$ cat src/rtl/pp_uart_pkg.sv
// Shared types and defaults for the UART TX byte-stream arbiter.
package pp_uart_pkg;

    typedef enum logic [0:0] {
        StIdle = 1'b0,
        StXfer = 1'b1
    } arb_state_e;

    localparam int unsigned NumReqDefault = 4;
    localparam int unsigned IdleToDefault = 16;
    localparam int unsigned GrantW        = 3;

endpackage

$ cat src/rtl/pp_rr_picker.sv
// Combinational round-robin picker: first requester at or after last_grant+1 (mod NUM_REQ).
module pp_rr_picker
    import pp_uart_pkg::*;
#(
    parameter int unsigned NUM_REQ = NumReqDefault
) (
    input  logic [NUM_REQ-1:0] req,
    input  logic [GrantW-1:0]  last_grant,
    output logic               found,
    output logic [GrantW-1:0]  index
);

    always_comb begin
        found = 1'b0;
        index = '0;
        // Offsets scanned nearest-first, so the first hit is the round-robin winner.
        for (int unsigned off = 1; off <= NUM_REQ; off++) begin
            for (int unsigned i = 0; i < NUM_REQ; i++) begin
                if (!found && req[i] && (i == (32'(last_grant) + off) % NUM_REQ)) begin
                    found = 1'b1;
                    index = GrantW'(i);
                end
            end
        end
    end

endmodule

$ cat src/rtl/pp_uart_tx_arb.sv
// Arbitrates NUM_REQ byte streams onto a single UART TX FIFO write port with round-robin
// grants, per-grant burst limit and an idle timeout for stalled requesters.
module pp_uart_tx_arb
    import pp_uart_pkg::*;
#(
    parameter int unsigned NUM_REQ = NumReqDefault,
    parameter int unsigned IDLE_TO = IdleToDefault
) (
    input  logic                   clk,
    input  logic                   rst,
    input  logic                   soft_rst,
    input  logic [NUM_REQ-1:0]     req_valid,
    input  logic [NUM_REQ*8-1:0]   req_data,
    input  logic [NUM_REQ-1:0]     req_last,
    output logic [NUM_REQ-1:0]     req_ready,
    input  logic [7:0]             burst_max,
    input  logic                   uart_tx_fifo_full,
    output logic                   uart_tx_fifo_wreq,
    output logic [7:0]             uart_tx_fifo_wdata,
    output logic [GrantW-1:0]      grant_id,
    output logic                   busy
);

    localparam int unsigned IdleW = (IDLE_TO > 1) ? $clog2(IDLE_TO) : 1;
    localparam logic [IdleW-1:0]  IdleMax    = IdleW'(IDLE_TO - 1);
    localparam logic [GrantW-1:0] LastGrRst  = GrantW'(NUM_REQ - 1);

    arb_state_e        state_q, state_d;
    logic [GrantW-1:0] grant_q, grant_d;
    logic [GrantW-1:0] last_grant_q, last_grant_d;
    logic [7:0]        burst_q, burst_d;
    logic [7:0]        byte_cnt_q, byte_cnt_d;
    logic [IdleW-1:0]  idle_cnt_q, idle_cnt_d;

    logic              pick_found;
    logic [GrantW-1:0] pick_idx;
    logic              sel_valid;
    logic              sel_last;
    logic [7:0]        sel_data;
    logic              xfer;
    logic              can_accept;
    logic              fire;
    logic              rel;

    pp_rr_picker #(
        .NUM_REQ (NUM_REQ)
    ) u_picker (
        .req        (req_valid),
        .last_grant (last_grant_q),
        .found      (pick_found),
        .index      (pick_idx)
    );

    always_comb begin
        sel_valid = 1'b0;
        sel_last  = 1'b0;
        sel_data  = '0;
        for (int unsigned i = 0; i < NUM_REQ; i++) begin
            if (grant_q == GrantW'(i)) begin
                sel_valid = req_valid[i];
                sel_last  = req_last[i];
                sel_data  = req_data[8*i +: 8];
            end
        end
    end

    always_ff @(posedge clk or posedge rst) begin
        if (rst) begin
            state_q      <= StIdle;
            grant_q      <= '0;
            last_grant_q <= LastGrRst;
            burst_q      <= '0;
            byte_cnt_q   <= '0;
            idle_cnt_q   <= '0;
        end else begin
            state_q      <= state_d;
            grant_q      <= grant_d;
            last_grant_q <= last_grant_d;
            burst_q      <= burst_d;
            byte_cnt_q   <= byte_cnt_d;
            idle_cnt_q   <= idle_cnt_d;
        end
    end

    always_comb begin
        state_d      = state_q;
        grant_d      = grant_q;
        last_grant_d = last_grant_q;
        burst_d      = burst_q;
        byte_cnt_d   = byte_cnt_q;
        idle_cnt_d   = idle_cnt_q;
        rel          = 1'b0;
        unique case (state_q)
            StIdle: begin
                if (pick_found) begin
                    state_d    = StXfer;
                    grant_d    = pick_idx;
                    burst_d    = burst_max;
                    byte_cnt_d = '0;
                    idle_cnt_d = '0;
                end
            end
            StXfer: begin
                if (fire) begin
                    byte_cnt_d = byte_cnt_q + 8'd1;
                    idle_cnt_d = '0;
                    if (sel_last || ((burst_q != 8'd0) && (byte_cnt_d == burst_q))) begin
                        rel = 1'b1;
                    end
                end else if (!sel_valid) begin
                    // Only an absent byte counts as idle; a FIFO-full stall never does.
                    if (idle_cnt_q == IdleMax) begin
                        rel = 1'b1;
                    end else begin
                        idle_cnt_d = idle_cnt_q + 1'b1;
                    end
                end
                if (rel) begin
                    state_d      = StIdle;
                    last_grant_d = grant_q;
                end
            end
            default: state_d = StIdle;
        endcase
        if (!soft_rst) begin
            state_d      = StIdle;
            grant_d      = '0;
            last_grant_d = LastGrRst;
            burst_d      = '0;
            byte_cnt_d   = '0;
            idle_cnt_d   = '0;
        end
    end

    always_comb begin
        xfer       = (state_q == StXfer);
        can_accept = xfer && soft_rst && !uart_tx_fifo_full;
        req_ready  = '0;
        for (int unsigned i = 0; i < NUM_REQ; i++) begin
            if (grant_q == GrantW'(i)) begin
                req_ready[i] = can_accept;
            end
        end
        fire               = can_accept && sel_valid;
        uart_tx_fifo_wreq  = fire;
        uart_tx_fifo_wdata = xfer ? sel_data : 8'd0;
        grant_id           = grant_q;
        busy               = xfer;
    end

endmodule

$ cat config.mk
export PLATFORM = sky130hd
export DESIGN_NAME = pp_uart_tx_arb
export DESIGN_NICKNAME = d
export VERILOG_FILES = /design/src/rtl/pp_uart_pkg.sv /design/src/rtl/pp_rr_picker.sv /design/src/rtl/pp_uart_tx_arb.sv
export SDC_FILE = /design/constraint.sdc
export NUM_CORES = 1
export LEC_CHECK = 0
export CAP_MARGIN = 20
export CELL_PAD_IN_SITES_DETAIL_PLACEMENT = 0
export CELL_PAD_IN_SITES_GLOBAL_PLACEMENT = 2
export CORE_UTILIZATION = 25
export CTS_BUF_LIST = sky130_fd_sc_hd__clkbuf_16
export DETAILED_ROUTE_END_ITERATION = 16
export PLACE_DENSITY_LB_ADDON = 0.2
export SETUP_SLACK_MARGIN = 0.02
export SYNTH_ARGS = -nofsm -noshare
export SYNTH_HDL_FRONTEND = slang
export SYNTH_HIERARCHICAL = 1
export SYNTH_SLANG_ARGS = --single-unit
export TNS_END_PERCENT = 1
$ cat constraint.sdc
create_clock -name clk -period 2.53 [get_ports clk]
set_input_delay 0.506 -clock clk [delete_from_list [all_inputs] [get_ports clk]]
set_output_delay 0.506 -clock clk [all_outputs]
set_load 0.02 [all_outputs]
==> results.md, run 1 <==
* Status: complete, no violations
* Die area at 8070 um^2
* Fillcell total at 776
* Reg2reg path depth at 7
* Pwr dens at 426 nW/um^2
* Worst EP arrival at 1.91 ns
* Buf/Inv on CP at 2
* H-tree depth at 1
* Max cap viols at 0
* N_diodes at 0
* Overall power at 0.00126 W
* Clk sinks at 26
* # rows at 31
* YS warnings at 6
* Post-layout util at 40.2%
* Via density at 4.62
* HPWL after detailed placement at 4530 um
* Root Buffer Master: clkbuf_16
* Gr ovfl total at 0
* Final setup violation count at 0
* Drt pass-1 iters at 4
* Initial drt markers at 47
* Leak at 1.28 nW
* Pin count of the biggest net entering global routing at 27
* HP Class: reg -> reg
* Worst setup EP type: output port
* Initial antenna violation count at 0
* Critical Path Stages at 5
* Chip width at 89.9 um
* Syn_area_per_cell at 8.07 um^2
* Max IR drop VDD at 0.261 mV
* Slew Viols, Final at 0
* Starting Density at 26.2%
* Syn Std Cell Area at 1930 um^2
* CP cell instances: clkdlybuf4s50_1, nand2_1, or3_1, nor3_1, clkdlybuf4s15_1
* DRC violations left at 0
* Critical Path Fanout Max at 3
* Pre-CTS WS at -0.248 ns
* Worst-path clk slew at 0.07 ns
* Core Area at 7370 um^2
* RSZ-0062 raised after global routing: no
* Crit share post-route at 95.7%
* CP max stage cell: clkdlybuf4s50_1
* DR vias at 1942
* CP delay by family, top: buffers and inverters
* Post-route ant nets at 0
* Number of I/O port buffers at 68
* Worst Hold Depth at 1
* Relative slew slack at 45.7%
* Layout Skew at 0.00448 ns
* CTS tree: done
* Highest clock rate at 413 MHz
* CP Data Required Time at 2.02 ns
* Gpl congestion at 0.743
* Post-Syn Instances at 239
* All-Layer GR Usage at 14.7%
* Final WS setup at 0.110 ns
* DIE HEIGHT at 89.9 um
* Critical path launch point type: input port
* Syn_nets at 293
* Post-layout min period at 2.42 ns
* Number of CTS-inserted buffers at 3
* Setup TNS at 0 ns
* Hold_buf cts at 0
* Bufs on Longest Clock Path at 2
* DR WL/cell at 13.7 um
* WL final at 5750 um
* Vias in the first global route at 1901
* Max incr delay on CP at 0.48 ns
* Area Growth Syn to Fin at 53.7%
* Layout cells sized above 1 at 16.5%
* Final hold viol count at 0
* Worst-skew pair later-pin latency at 0.26 ns
* # IOs at 69
* Slew at the pin closest to its max-slew limit at 0.813 ns
* Final nets at 376
* Setup CP Type: in -> out
* First-pass GRT wire length at 9710 um
## where the power goes
part / leakage [nW] / switching (W) / internal [W]
Combinational: 0.886 / 0.000149 / 0.000191
Sequential: 0.345 / 0.0000221 / 0.000433
Clock: 0.0511 / 0.000154 / 0.000315
## per-stage QoR
step | std cells | hold WS, ns | cell area (um^2)
finish | 420 | 0.512 | 2970
global route | 420 | 0.562 | 2970
CTS | 420 | 0.518 | 2950
detailed placement | 416 | 0.503 | 2850
global placement | 416 | 0.489 | 2850
floorplan | 239 | 0.471 | 1930
## registers in the layout, summed over array words and instances, names as in the netlist
signal / cells
grant_id: 3
idle_cnt_q: 4
last_grant_q: 2
burst_q: 8
busy: 1
byte_cnt_q: 8
## layout by cell type, fill, tap and decap left out, types with 4 or more instances in the layout
cell type	count
a21boi_0	12
buf_4	23
clkdlybuf4s50_1	55
dfrtp_1	23
dlygate4sd2_1	4
dlymetal6s2s_1	6
mux2_2	8
nand2_1	36
nand2b_1	6
nand3_1	6
nor2_1	25
nor2b_1	9
o21ai_0	23
o22ai_1	9
xnor2_1	7
## area by class of cell
cell class / count / area (um^2) / area share [%]
Inverter: 4 / 15.0 / 0.506
Clock buffer: 3 / 75.1 / 2.53
Sequential cell: 26 / 654 / 22.1
Tap cell: 99 / 124 / 4.18
Multi-Input combinational cell: 196 / 1210 / 40.9
Timing Repair Buffer: 91 / 853 / 28.8
Clock inverter: 1 / 30.0 / 1.01
## timing repair
| item | in CTS | in global routing |
|---|---|---|
| pin swaps | 0 | 1 |
| setup endpoints to repair | 13 | 11 |
| setup buffers | 0 | 0 |
| resized for setup | 10 | 15 |
## worst paths after layout
kind | startpoint | endpoint | slack (ns)
max | soft_rst | req_ready[0] | 0.11
min | idle_cnt_q[0] | idle_cnt_q[0] | 0.51
max reg2reg | byte_cnt_q[0] | last_grant_q[0] | 0.32
min reg2reg | idle_cnt_q[0] | idle_cnt_q[0] | 0.51
max in group asynchronous | rst | last_grant_q[0] | 1.62
min in group asynchronous | rst | idle_cnt_q[0] | 0.60
## routing by layer
layer	vias to the layer above	routed length [um]	share of wire, %	track usage [%]
li1	998	-	-	-
met1	905	2750	48	20.4
met2	37	2800	49	24.4
met3	2	179	3.1	2.54
met4	0	27	0.47	2.02
met5	-	0	0	0
Note: power is estimated with default switching activity, not from simulation.
==> run 2, diff against run 1 <==
clock period = 2.6 ns   (was 2.53 ns; I/O delays follow)
==> run 2 against run 1 <==
Compared with the run above:
- sequential cell count stayed put
- non-clock buffer count is 2 lower
- core utilization fell by 0.24 points
- routed wire length is 1.8% lower
- critical path depth stayed put
- register-to-register slack worse by 0.06 ns
- power is 3.8% lower
- count of clock-buffer cells in the layout unchanged
==> results.md, run 2 (synthesis gave the netlist of run 1 again) <==
* Critical Path Fanout Max at 3 (unchanged)
* DRC violations left at 0 (unchanged)
* Number of CTS-inserted buffers at 3 (unchanged)
* Placed cell count at 414 (-0.48%)
* DR vias at 1929 (-0.67%)
* DR WL/cell at 13.5 um (-1.3%)
* Layout cells sized above 1 at 15.0% (-1.5 points)
* Max cap viols at 0 (unchanged)
* # rows at 31 (unchanged)
* GR Util met1 at 20.7% (+0.31 points)
* CP Data Required Time at 2.08 ns (+0.06 ns)
* Top Registers: burst_q x8, byte_cnt_q x8, idle_cnt_q x4
* Bufs on Longest Clock Path at 2 (unchanged)
* Critical path launch point type: input port
* Final hold viol count at 0 (unchanged)
* Layout Skew at 0.00278 ns (-0.00170 ns)
* Final nets at 374 (-0.53%)
* Max IR drop VDD at 0.254 mV (-2.7%)
* Hold_buf cts at 0 (unchanged)
* Vias in the first global route at 1944 (+2.3%)
* All-Layer GR Usage at 14.7% (-0.018 points)
* CP max stage cell: clkdlybuf4s50_1
* CTS tree: done
* Die area at 8070 um^2 (unchanged)
* Area Growth Syn to Fin at 52.8%
* CP cell instances: clkdlybuf4s50_1, nand2_1, or3_1, nor3b_1, dlygate4sd2_1
* Starting Density at 26.2% (unchanged)
* DP Area at 2830 um^2 (-0.53%)
* Pin count of the biggest net entering global routing at 27 (unchanged)
* Initial antenna violation count at 0 (unchanged)
* Root Buffer Master: clkbuf_16
* Slew at the pin closest to its max-slew limit at 0.784 ns (-0.0296 ns)
* Non-filler instance count after layout at 418 (-0.48%)
* Pwr dens at 413 nW/um^2 (-3.2%)
* Met2 usage at 24.1% (-0.32 points)
* FF/Latch Area at 654 um^2 (unchanged)
* Final setup violation count at 0 (unchanged)
* Post-layout min period at 2.51 ns
* Post-layout util at 40.0% (-0.24 points)
* Worst setup EP type: output port
* Chip width at 89.9 um (unchanged)
* Pre-CTS WS at -0.204 ns (+0.0442 ns)
* Post-route ant nets at 0 (unchanged)
* Fillcell total at 783 (+0.90%)
* Worst EP arrival at 1.99 ns (+0.08 ns)
* Commonest non-fill, non-tap cells in the layout: 55 x clkdlybuf4s50_1, 36 x nand2_1, 25 x nor2_1
* Gpl congestion at 0.765 (+3.0%)
* Drt pass-1 iters at 4 (unchanged)
* Worst-path clk slew at 0.06 ns (about the same)
* HP Class: reg -> reg
* Relative slew slack at 47.7% (+2.0 points)
* Leak at 1.27 nW (-1.1%)
* Multi-input gate area at 1210 um^2 (-0.41%)
* Initial drt markers at 49 (+4.3%)
* GRT Max-Usage Layer: met2
* HPWL after detailed placement at 4430 um (-2.2%)
* Via density at 4.61 (-0.19%)
* Highest clock rate at 399 MHz
* Layout Cell Area excl Fill at 2950 um^2 (-0.59%)
* DIE HEIGHT at 89.9 um (unchanged)
* WL final at 5650 um (-1.8%)
* Slew Viols, Final at 0 (unchanged)
* Crit share post-route at 96.4%
* Setup TNS at 0 ns (unchanged)
* Worst-skew pair later-pin latency at 0.26 ns (about the same)
* Status: complete, no violations
* RSZ-0062 raised after global routing: yes
* H-tree depth at 1 (unchanged)
* Max incr delay on CP at 0.48 ns (about the same)
* Clk sinks at 26 (unchanged)
* Setup CP Type: in -> out
* Met3 Usage GRT at 2.20% (-0.34 points)
* N_diodes at 0 (unchanged)
* Final WS setup at 0.0939 ns (-0.0158 ns)
* Core Area at 7370 um^2 (unchanged)
* Number of I/O port buffers at 68 (unchanged)
* Most common cell after layout, fill and taps aside: clkdlybuf4s50_1
* First-pass GRT wire length at 9690 um (-0.14%)
* Gr ovfl total at 0 (unchanged)
* # IOs at 69 (unchanged)
## run 2: path summary, 6_finish.rpt
path	from	cells after the start	end	slack, ns
max in group asynchronous	rst	3	last_grant_q[1]	1.67
worst max register to register	byte_cnt_q[0]	7	last_grant_q[0]	0.26
worst max-delay path	soft_rst	5	req_ready[2]	0.09
worst min register to register	idle_cnt_q[1]	2	idle_cnt_q[1]	0.52
worst min-delay path	idle_cnt_q[1]	2	idle_cnt_q[1]	0.52
min in group asynchronous	rst	3	byte_cnt_q[6]	0.62
## run 2: what timing repair did
action                                  CTS  global route
setup buffers                             0             0
hold endpoints to repair                  0             0
endpoints found under the setup margin   13             7
resized for setup                        13             6
## run 2: per-layer routing
metal / vias to the layer above / wire [um]
met5: - / 0
met2: 27 / 2720
met1: 901 / 2790
li1: 999 / -
met4: 0 / 22
met3: 2 / 117
## run 2: critical path: cells and delay by family
| kind | cells | cell delay [ns] |
|---|---|---|
| simple gates | 3 | 0.64 |
| buf+inv | 2 | 0.83 |
## run 2: report_power, final
part	switching [W]	internal [W]	leakage, nW	total (W)
sequential	0.0000228	0.000422	0.345	0.000444
clock	0.000140	0.000306	0.0511	0.000447
combinational	0.000143	0.000182	0.872	0.000326
## run 2: layout make-up
cell class	count	share of cell area [%]
multi-input cells	196	41.0
repair buffers	89	28.5
flip-flops and latches	26	22.2
well taps	99	4.20
clock buffers	3	2.55
clock inverters	1	1.02
inverters	4	0.509
## run 2: per-stage QoR
step,total power [W],hold WS [ns]
finish,0.00122,0.516
detailed placement,0.000787,0.503
global route,0.00128,0.555
floorplan,0.000607,0.471
global placement,0.000787,0.492
CTS,0.00124,0.521
